$ cat config.mk
export PLATFORM = sky130hd
export DESIGN_NAME = alu_ctrl
export DESIGN_NICKNAME = d
export VERILOG_FILES = /design/src/rtl/cpu_pkg.sv /design/src/rtl/reg_file_4x4.sv /design/src/rtl/alu_ctrl.sv
export SDC_FILE = /design/constraint.sdc
export NUM_CORES = 1
export LEC_CHECK = 0
export CORE_MARGIN = 2
export CORE_UTILIZATION = 53
export CTS_CLUSTER_SIZE = 24
export DETAILED_ROUTE_END_ITERATION = 16
export PLACE_DENSITY_LB_ADDON = 0.3
export SLEW_MARGIN = 20
export SYNTH_ARGS = -nofsm -noshare
export SYNTH_HDL_FRONTEND = slang
export SYNTH_SLANG_ARGS = --single-unit
$ cat constraint.sdc
create_clock -name clk -period 5.7 [get_ports clk]
set_clock_uncertainty 0.05 [all_clocks]
set_input_delay 0.57 -clock clk [delete_from_list [all_inputs] [get_ports clk]]
set_output_delay 0.57 -clock clk [all_outputs]
set_load 0.01 [all_outputs]
$ cat src/rtl/cpu_pkg.sv
// Shared definitions for the 4-bit fetch/execute controller.
// Holds the opcode map, flag bit positions, instruction field slices and the
// controller state type. Imported by alu_ctrl and reg_file_4x4.
package cpu_pkg;

  // Opcodes, instruction bits [11:8]
  localparam logic [3:0] OP_NOP  = 4'h0;
  localparam logic [3:0] OP_ADD  = 4'h1;
  localparam logic [3:0] OP_MUL  = 4'h2;
  localparam logic [3:0] OP_CMP  = 4'h3;
  localparam logic [3:0] OP_RSH  = 4'h4;
  localparam logic [3:0] OP_LSH  = 4'h5;
  localparam logic [3:0] OP_LDI  = 4'h6;
  localparam logic [3:0] OP_JMP  = 4'h8;
  localparam logic [3:0] OP_JE   = 4'h9;
  localparam logic [3:0] OP_JG   = 4'hA;
  localparam logic [3:0] OP_JL   = 4'hB;
  localparam logic [3:0] OP_HALT = 4'hF;

  // Flag bit positions, shared by alu_eflags and the flags register
  localparam int unsigned FL_C = 0;
  localparam int unsigned FL_V = 1;
  localparam int unsigned FL_N = 2;
  localparam int unsigned FL_Z = 3;

  // Instruction layout: [11:8] opcode, [7:6] rd, [5:4] rs, [3:0] imm4
  localparam int unsigned INSTR_W = 12;
  localparam int unsigned OPC_MSB = 11;
  localparam int unsigned OPC_LSB = 8;
  localparam int unsigned RD_MSB  = 7;
  localparam int unsigned RD_LSB  = 6;
  localparam int unsigned RS_MSB  = 5;
  localparam int unsigned RS_LSB  = 4;
  localparam int unsigned IMM_MSB = 3;
  localparam int unsigned IMM_LSB = 0;

  typedef enum logic [1:0] {
    StIdle,
    StFetch,
    StExec,
    StHalt
  } ctrl_state_t;

  // Opcodes that are forwarded to the ALU; everything else presents OP_NOP.
  function automatic logic is_alu_op(input logic [3:0] op);
    return (op == OP_ADD) || (op == OP_MUL) || (op == OP_CMP) ||
           (op == OP_RSH) || (op == OP_LSH);
  endfunction

endpackage

$ cat src/rtl/reg_file_4x4.sv
// Four 4-bit architectural registers.
// Ports:
//   clk_i, rst_ni        clock and synchronous active-low clear
//   we_i/waddr_i/wdata_i synchronous write port
//   raddr_a_i/rdata_a_o  combinational read port A
//   raddr_b_i/rdata_b_o  combinational read port B
//   dbg_sel_i/dbg_data_o combinational debug read port
module reg_file_4x4
  import cpu_pkg::*;
(
  input  logic       clk_i,
  input  logic       rst_ni,
  input  logic       we_i,
  input  logic [1:0] waddr_i,
  input  logic [3:0] wdata_i,
  input  logic [1:0] raddr_a_i,
  output logic [3:0] rdata_a_o,
  input  logic [1:0] raddr_b_i,
  output logic [3:0] rdata_b_o,
  input  logic [1:0] dbg_sel_i,
  output logic [3:0] dbg_data_o
);

  logic [3:0] regs_q [4];

  always_ff @(posedge clk_i) begin
    if (!rst_ni) begin
      for (int i = 0; i < 4; i++) begin
        regs_q[i] <= '0;
      end
    end else if (we_i) begin
      regs_q[waddr_i] <= wdata_i;
    end
  end

  assign rdata_a_o  = regs_q[raddr_a_i];
  assign rdata_b_o  = regs_q[raddr_b_i];
  assign dbg_data_o = regs_q[dbg_sel_i];

endmodule

$ cat src/rtl/alu_ctrl.sv
// Fetch/execute controller that sequences an external 4-bit ALU into a
// minimal processor core. Each instruction takes one FETCH phase (stretched
// until imem_valid) and exactly one EXEC cycle.
// Ports:
//   clk, rst_n             clock, synchronous active-low reset
//   start                  begin execution at pc 0 from IDLE or HALT
//   imem_req/addr/valid/rdata  instruction fetch handshake
//   alu_opcode/op1/op2     ALU inputs, driven only during EXEC
//   alu_dout/alu_eflags    ALU result and flags
//   flags, pc              architectural flags and program counter
//   busy, halted           FETCH/EXEC and HALT status
//   dbg_sel/dbg_data       combinational register-file read for debug
module alu_ctrl
  import cpu_pkg::*;
#(
  parameter int unsigned PC_W            = 4,
  parameter bit          HALT_ON_ILLEGAL = 1'b0
) (
  input  logic                clk,
  input  logic                rst_n,
  input  logic                start,
  output logic                imem_req,
  output logic [PC_W-1:0]     imem_addr,
  input  logic                imem_valid,
  input  logic [INSTR_W-1:0]  imem_rdata,
  output logic [3:0]          alu_opcode,
  output logic [3:0]          alu_op1,
  output logic [3:0]          alu_op2,
  input  logic [3:0]          alu_dout,
  input  logic [3:0]          alu_eflags,
  output logic [3:0]          flags,
  output logic [PC_W-1:0]     pc,
  output logic                busy,
  output logic                halted,
  input  logic [1:0]          dbg_sel,
  output logic [3:0]          dbg_data
);

  ctrl_state_t        state_q, state_d;
  logic [PC_W-1:0]    pc_q, pc_d;
  logic [INSTR_W-1:0] instr_q, instr_d;
  logic [3:0]         flags_q, flags_d;

  logic [3:0] opc;
  logic [1:0] rd_idx, rs_idx;
  logic [3:0] imm4;
  logic [3:0] rd_data, rs_data;
  logic       rf_we;
  logic [3:0] rf_wdata;
  logic [PC_W-1:0] pc_inc, pc_target;

  assign opc    = instr_q[OPC_MSB:OPC_LSB];
  assign rd_idx = instr_q[RD_MSB:RD_LSB];
  assign rs_idx = instr_q[RS_MSB:RS_LSB];
  assign imm4   = instr_q[IMM_MSB:IMM_LSB];

  // Wraps modulo 2**PC_W by natural overflow.
  assign pc_inc    = pc_q + PC_W'(1);
  assign pc_target = PC_W'(imm4);

  reg_file_4x4 u_rf (
    .clk_i      (clk),
    .rst_ni     (rst_n),
    .we_i       (rf_we),
    .waddr_i    (rd_idx),
    .wdata_i    (rf_wdata),
    .raddr_a_i  (rd_idx),
    .rdata_a_o  (rd_data),
    .raddr_b_i  (rs_idx),
    .rdata_b_o  (rs_data),
    .dbg_sel_i  (dbg_sel),
    .dbg_data_o (dbg_data)
  );

  always_ff @(posedge clk) begin
    if (!rst_n) begin
      state_q <= StIdle;
      pc_q    <= '0;
      instr_q <= '0;
      flags_q <= '0;
    end else begin
      state_q <= state_d;
      pc_q    <= pc_d;
      instr_q <= instr_d;
      flags_q <= flags_d;
    end
  end

  always_comb begin
    state_d    = state_q;
    pc_d       = pc_q;
    instr_d    = instr_q;
    flags_d    = flags_q;
    rf_we      = 1'b0;
    rf_wdata   = alu_dout;
    imem_req   = 1'b0;
    alu_opcode = OP_NOP;
    alu_op1    = '0;
    alu_op2    = '0;
    busy       = 1'b0;
    halted     = 1'b0;

    unique case (state_q)
      StIdle: begin
        if (start) begin
          state_d = StFetch;
          pc_d    = '0;
        end
      end

      StFetch: begin
        busy     = 1'b1;
        imem_req = 1'b1;
        if (imem_valid) begin
          instr_d = imem_rdata;
          state_d = StExec;
        end
      end

      StExec: begin
        busy    = 1'b1;
        alu_op1 = rd_data;
        alu_op2 = rs_data;
        if (is_alu_op(opc)) begin
          alu_opcode = opc;
        end
        state_d = StFetch;
        pc_d    = pc_inc;
        case (opc)
          OP_NOP: ;
          OP_ADD: begin
            rf_we   = 1'b1;
            flags_d = alu_eflags;
          end
          OP_MUL, OP_RSH, OP_LSH: rf_we = 1'b1;
          OP_CMP: flags_d = alu_eflags;
          OP_LDI: begin
            rf_we    = 1'b1;
            rf_wdata = imm4;
          end
          // Conditional jumps test the stored flags, never the live ALU flags.
          OP_JMP: pc_d = pc_target;
          OP_JE:  if (flags_q[FL_Z]) pc_d = pc_target;
          OP_JG:  if (!flags_q[FL_Z] && !flags_q[FL_N]) pc_d = pc_target;
          OP_JL:  if (flags_q[FL_N]) pc_d = pc_target;
          OP_HALT: begin
            state_d = StHalt;
            pc_d    = pc_q;
          end
          default: begin
            if (HALT_ON_ILLEGAL) begin
              state_d = StHalt;
              pc_d    = pc_q;
            end
          end
        endcase
      end

      StHalt: begin
        halted = 1'b1;
        if (start) begin
          state_d = StFetch;
          pc_d    = '0;
        end
      end

      default: state_d = StIdle;
    endcase
  end

  assign imem_addr = pc_q;
  assign pc        = pc_q;
  assign flags     = flags_q;

endmodule
==> reports/qor_table.md <==
| Group | Result | This run |
|:---|:---|:---|
| run status | Run status | completed |
| yosys | Number of unique standard cell types used by synthesis | 46 |
| global routing | Pin count of the biggest net entering global routing | 29 |
| yosys | Post-synthesis cell type with the largest combined area | dfxtp_1 |
| global routing | Grt ovf | 0 |
| power and ir drop | Power dissipated by switching net loads | 0.000262 W |
| route | Iteration count of the initial detailed-routing pass | 4 |
| cts | Hold-fix buffers at CTS | 0 |
| power and ir drop | Sw Share | 0.299 |
| yosys | Main synth FF type | dfxtp_1 |
| timing | Worst slew margin | 0.633 |
| timing | Final hold violation count | 0 |
| cts | Worst-Skew Late Latency | 0.30 ns |
| route | DRC | 0 |
| cells and area | Number of diodes | 0 |
| timing | Final setup vio count | 0 |
| cells and area | FILL cells | 338 |
| cells and area | Post-layout nets | 299 |
| cts | CTS tree | done |
| worst hold path | Worst Hold Class | reg -> reg |
| power and ir drop | Worst supply voltage drop on vdd | 0.000247 V |
| die | Initial Util | 0.559 |
| cts | Cts bufs inserted | 5 |
| global routing | Antenna violations before repair | 0 |
| global routing | Total global-route track usage | 0.218 |
| setup path | Delay of the slowest critical-path stage | 0.59 ns |
| timing | Portion of the clock cycle consumed by the worst path in the final layout | 0.506 |
| timing | Max-slew violation total from the final report | 0 |
| power and ir drop | Proportion of power drawn by the clock network | 0.276 |
| yosys | Net count after synthesis | 250 |
| placed design | Worst slack at placement | 2.82 ns |
| cts | Setup Fix Bufs, Post-CTS | 0 |
| cts | Clock slew seen by the registers of the worst setup and hold paths | 0.08 ns |
| yosys | Avg Inst Size Synth | 10.4 sq um |
| timing | Unrepaired setup endpoints after global routing | false |
| die | I/O pin count | 57 |
| job | Maxcap violations | 0 |
| die | Number of rows created at floorplan | 23 |
| route | Detailed-route vias per instance | 5.46 |
| timing | Tightest Pin Transition | 0.545 ns |
| placed design | Cells after DPL | 311 |
| yosys | Sequential area share after synthesis | 0.438 |
| cells and area | Final Util | 0.716 |
| placed design | Routability congestion estimate | 0.885 |
| setup path | Critical path endpoint category | output pin |
| timing | Fin crit period | 2.89 ns |
| yosys | EDFF count, synth | 16 |
| setup path | Endpoint arrival time on the critical path | 2.27 ns |
| route | Avg WL per Cell | 15.3 um |
| placed design | Standard cell area after detailed placement | 2810 sq um |
| cells and area | Final std cells w/o fill | 319 |
| cts | Number of buffers on the longest clock path | 2 |
| yosys | Proportion of register bits with asynchronous set or reset after synthesis | 0 |
| cells and area | Fraction of layout instances using a drive strength above 1 | 0.104 |
| die | Die Y | 69.6 um |
| cts | Number of gates given a new drive strength after cts | 0 |
| cells and area | Synthesis-to-finish area growth | 28.2% |
| power and ir drop | Fraction of power consumed by sequential logic | 0.428 |
| global routing | First-pass GRT wire length | 8320 um |
| setup path | Critical Path Slowest Stage Cell | clkdlybuf4s50_1 |
| yosys | Synth top cells by count | nand2_1 (34), dfxtp_1 (26), nor2_1 (18), edfxtp_1 (16), a21boi_0 (13) |
| setup path | Cell chain of the critical path | inv_1 > ha_1 > nand2b_1 > nor3b_1 > clkdlybuf4s50_1 |
| timing | Post-layout worst setup margin | 2.81 ns |
| die | Die outline area | 4850 sq um |
| power and ir drop | Internal Dissipation | 0.000614 W |
| power and ir drop | Pwr dens | 299 nW/um^2 |
| cts | CTS root buf | clkbuf_8 |
| route | Total number of vias | 1743 |
| yosys | Syn. warnings | 0 |
| route | Iteration-0 DRC Markers | 102 |
| timing | Max Fclk | 346 MHz |
| setup path | Reg2Reg Setup Slack | 3.31 ns |
| die | Core Area | 4090 sq um |
| die | Chip Width | 69.6 um |
| yosys | Synth Instances | 219 |
| placed design | Count of buffers from port buffering | 55 |
| route | Residual antenna-violating net count after detailed routing | 0 |
| power and ir drop | Leakage | 1.04 nW |
| route | Overall routed net length | 4870 um |
| placed design | Post-detail-place hpwl | 3680 um |
| yosys | Flops & latches, synth | 42 |
| setup path | Required @ worst endpoint | 5.08 ns |
| global routing | Vias in the first global route | 1742 |
| yosys | Top post-synthesis cells by area | dfxtp_1 (23%), edfxtp_1 (21%), mux4_2 (12%), nand2_1 (5.6%), a21boi_0 (4.3%) |
| setup path | Critical path type | reg -> out |
| cts | CTS H-tree lvls | 2 |
| setup path | Type of origin of the critical path | flop |
| yosys | Cell with the most instances after synthesis | nand2_1 |
| power and ir drop | Combinational Power Share | 0.296 |
| yosys | Total standard cell area after synthesis | 2280 sq um |
| cells and area | Design area | 2930 sq um |
| setup path | Crit Path Max Fanout | 14 |
| cts | Clock sink total | 42 |
| timing | Total negative setup slack | 0 ns |
| yosys | Synth top area share | 0.228 |
critical path: cells and delay by family, from the launching register on:
| family | cells | cell delay [ns] |
|---|---|---|
| flip-flops | 1 | 0.36 |
| AND/OR/NAND/NOR | 2 | 0.50 |
| buffers and inverters | 2 | 0.67 |
| adder cells (fa/ha/maj) | 1 | 0.44 |
through the flow:
step	hold slack (ns)	total power [W]
final	0.426	0.000876
after global routing	0.464	0.000923
after CTS	0.427	0.000879
after detailed placement	0.417	0.000638
after global placement	0.413	0.000628
after floorplan	0.398	0.000534
power by group through the flow:
stage,clock (W),sequential [W],combinational [W]
after floorplan,0,0.000367,0.000166
after global placement,0,0.000380,0.000248
after detailed placement,0,0.000382,0.000256
after CTS,0.000245,0.000375,0.000259
after global routing,0.000258,0.000381,0.000284
final,0.000242,0.000375,0.000259
path summary, 6_finish.rpt:
| kind | start | to | depth (start not counted) |
|---|---|---|---|
| worst min-delay path | instr_q[5] | instr_q[5] | 2 |
| worst max-delay path | state_q[0] | alu_opcode[1] | 5 |
| worst min register to register | instr_q[5] | instr_q[5] | 2 |
| worst max register to register | state_q[0] | u_rf.regs_q[0][2] | 6 |
cell usage in the layout (no fill, tap or decap), drive strengths merged:
master / netlist / routed
nand2: 34 / 34
nand3: 9 / 9
and3b: 1 / 1
and2: 10 / 10
or3: 2 / 2
nor3: 1 / 1
nand3b: 1 / 1
or3b: 2 / 2
nor2: 18 / 18
ha: 5 / 5
inv: 5 / 5
clkbuf: 6 / 7
and2b: 1 / 1
a21oi: 3 / 3
a221o: 1 / 1
nor3b: 4 / 4
nand2b: 2 / 2
nand4: 3 / 3
o211a: 1 / 1
xnor2: 1 / 1
o21ai: 5 / 5
and3: 2 / 2
o21a: 1 / 1
or2: 2 / 2
o221ai: 1 / 1
a311o: 1 / 1
mux4: 12 / 12
and4: 2 / 2
dfxtp: 26 / 26
buf: 8 / 1
mux2i: 8 / 8
clkdlybuf4s50: 0 / 55
bufinv: 0 / 1
a21boi: 13 / 13
a211o: 3 / 3
conb: 1 / 1
nor2b: 8 / 8
edfxtp: 16 / 16
registers in the layout, indices dropped and copies added, names as in the netlist, named ones only:
| signal | count |
|---|---|
| flags | 4 |
| state_q | 2 |
| u_rf.regs_q | 16 |
| imem_addr | 4 |
| instr_q | 12 |
layer usage:
layer | up-vias | GRT usage | share of wire
li1 | 875 | - | -
met1 | 793 | 0.278 | 0.45
met2 | 66 | 0.355 | 0.47
met3 | 9 | 0.0567 | 0.063
met4 | 0 | 0.0876 | 0.014
met5 | - | 0 | 0
layout make-up:
cell class	instances	area, sq um	share of cell area
Inverter	5	18.8	0.00641
Tap cell	50	62.6	0.0214
Timing Repair Buffer	56	558	0.191
Clock buffer	7	86.3	0.0295
Clock inverter	1	30.0	0.0103
Sequential cell	42	1000	0.342
Multi-Input combinational cell	158	1170	0.400
cells by family after synthesis:
kind of cell             Yosys count  share of synthesized area
AO/OA/AOI/OAI                     29                     0.0921
XOR/XNOR                           1                    0.00384
adder cells (fa/ha/maj)            5                     0.0274
buffers and inverters             19                     0.0488
flip-flops                        42                      0.438
multiplexers                      20                      0.153
other                              1                    0.00164
AND/OR/NAND/NOR                  102                      0.235
Power figures use the tool's default switching activity.
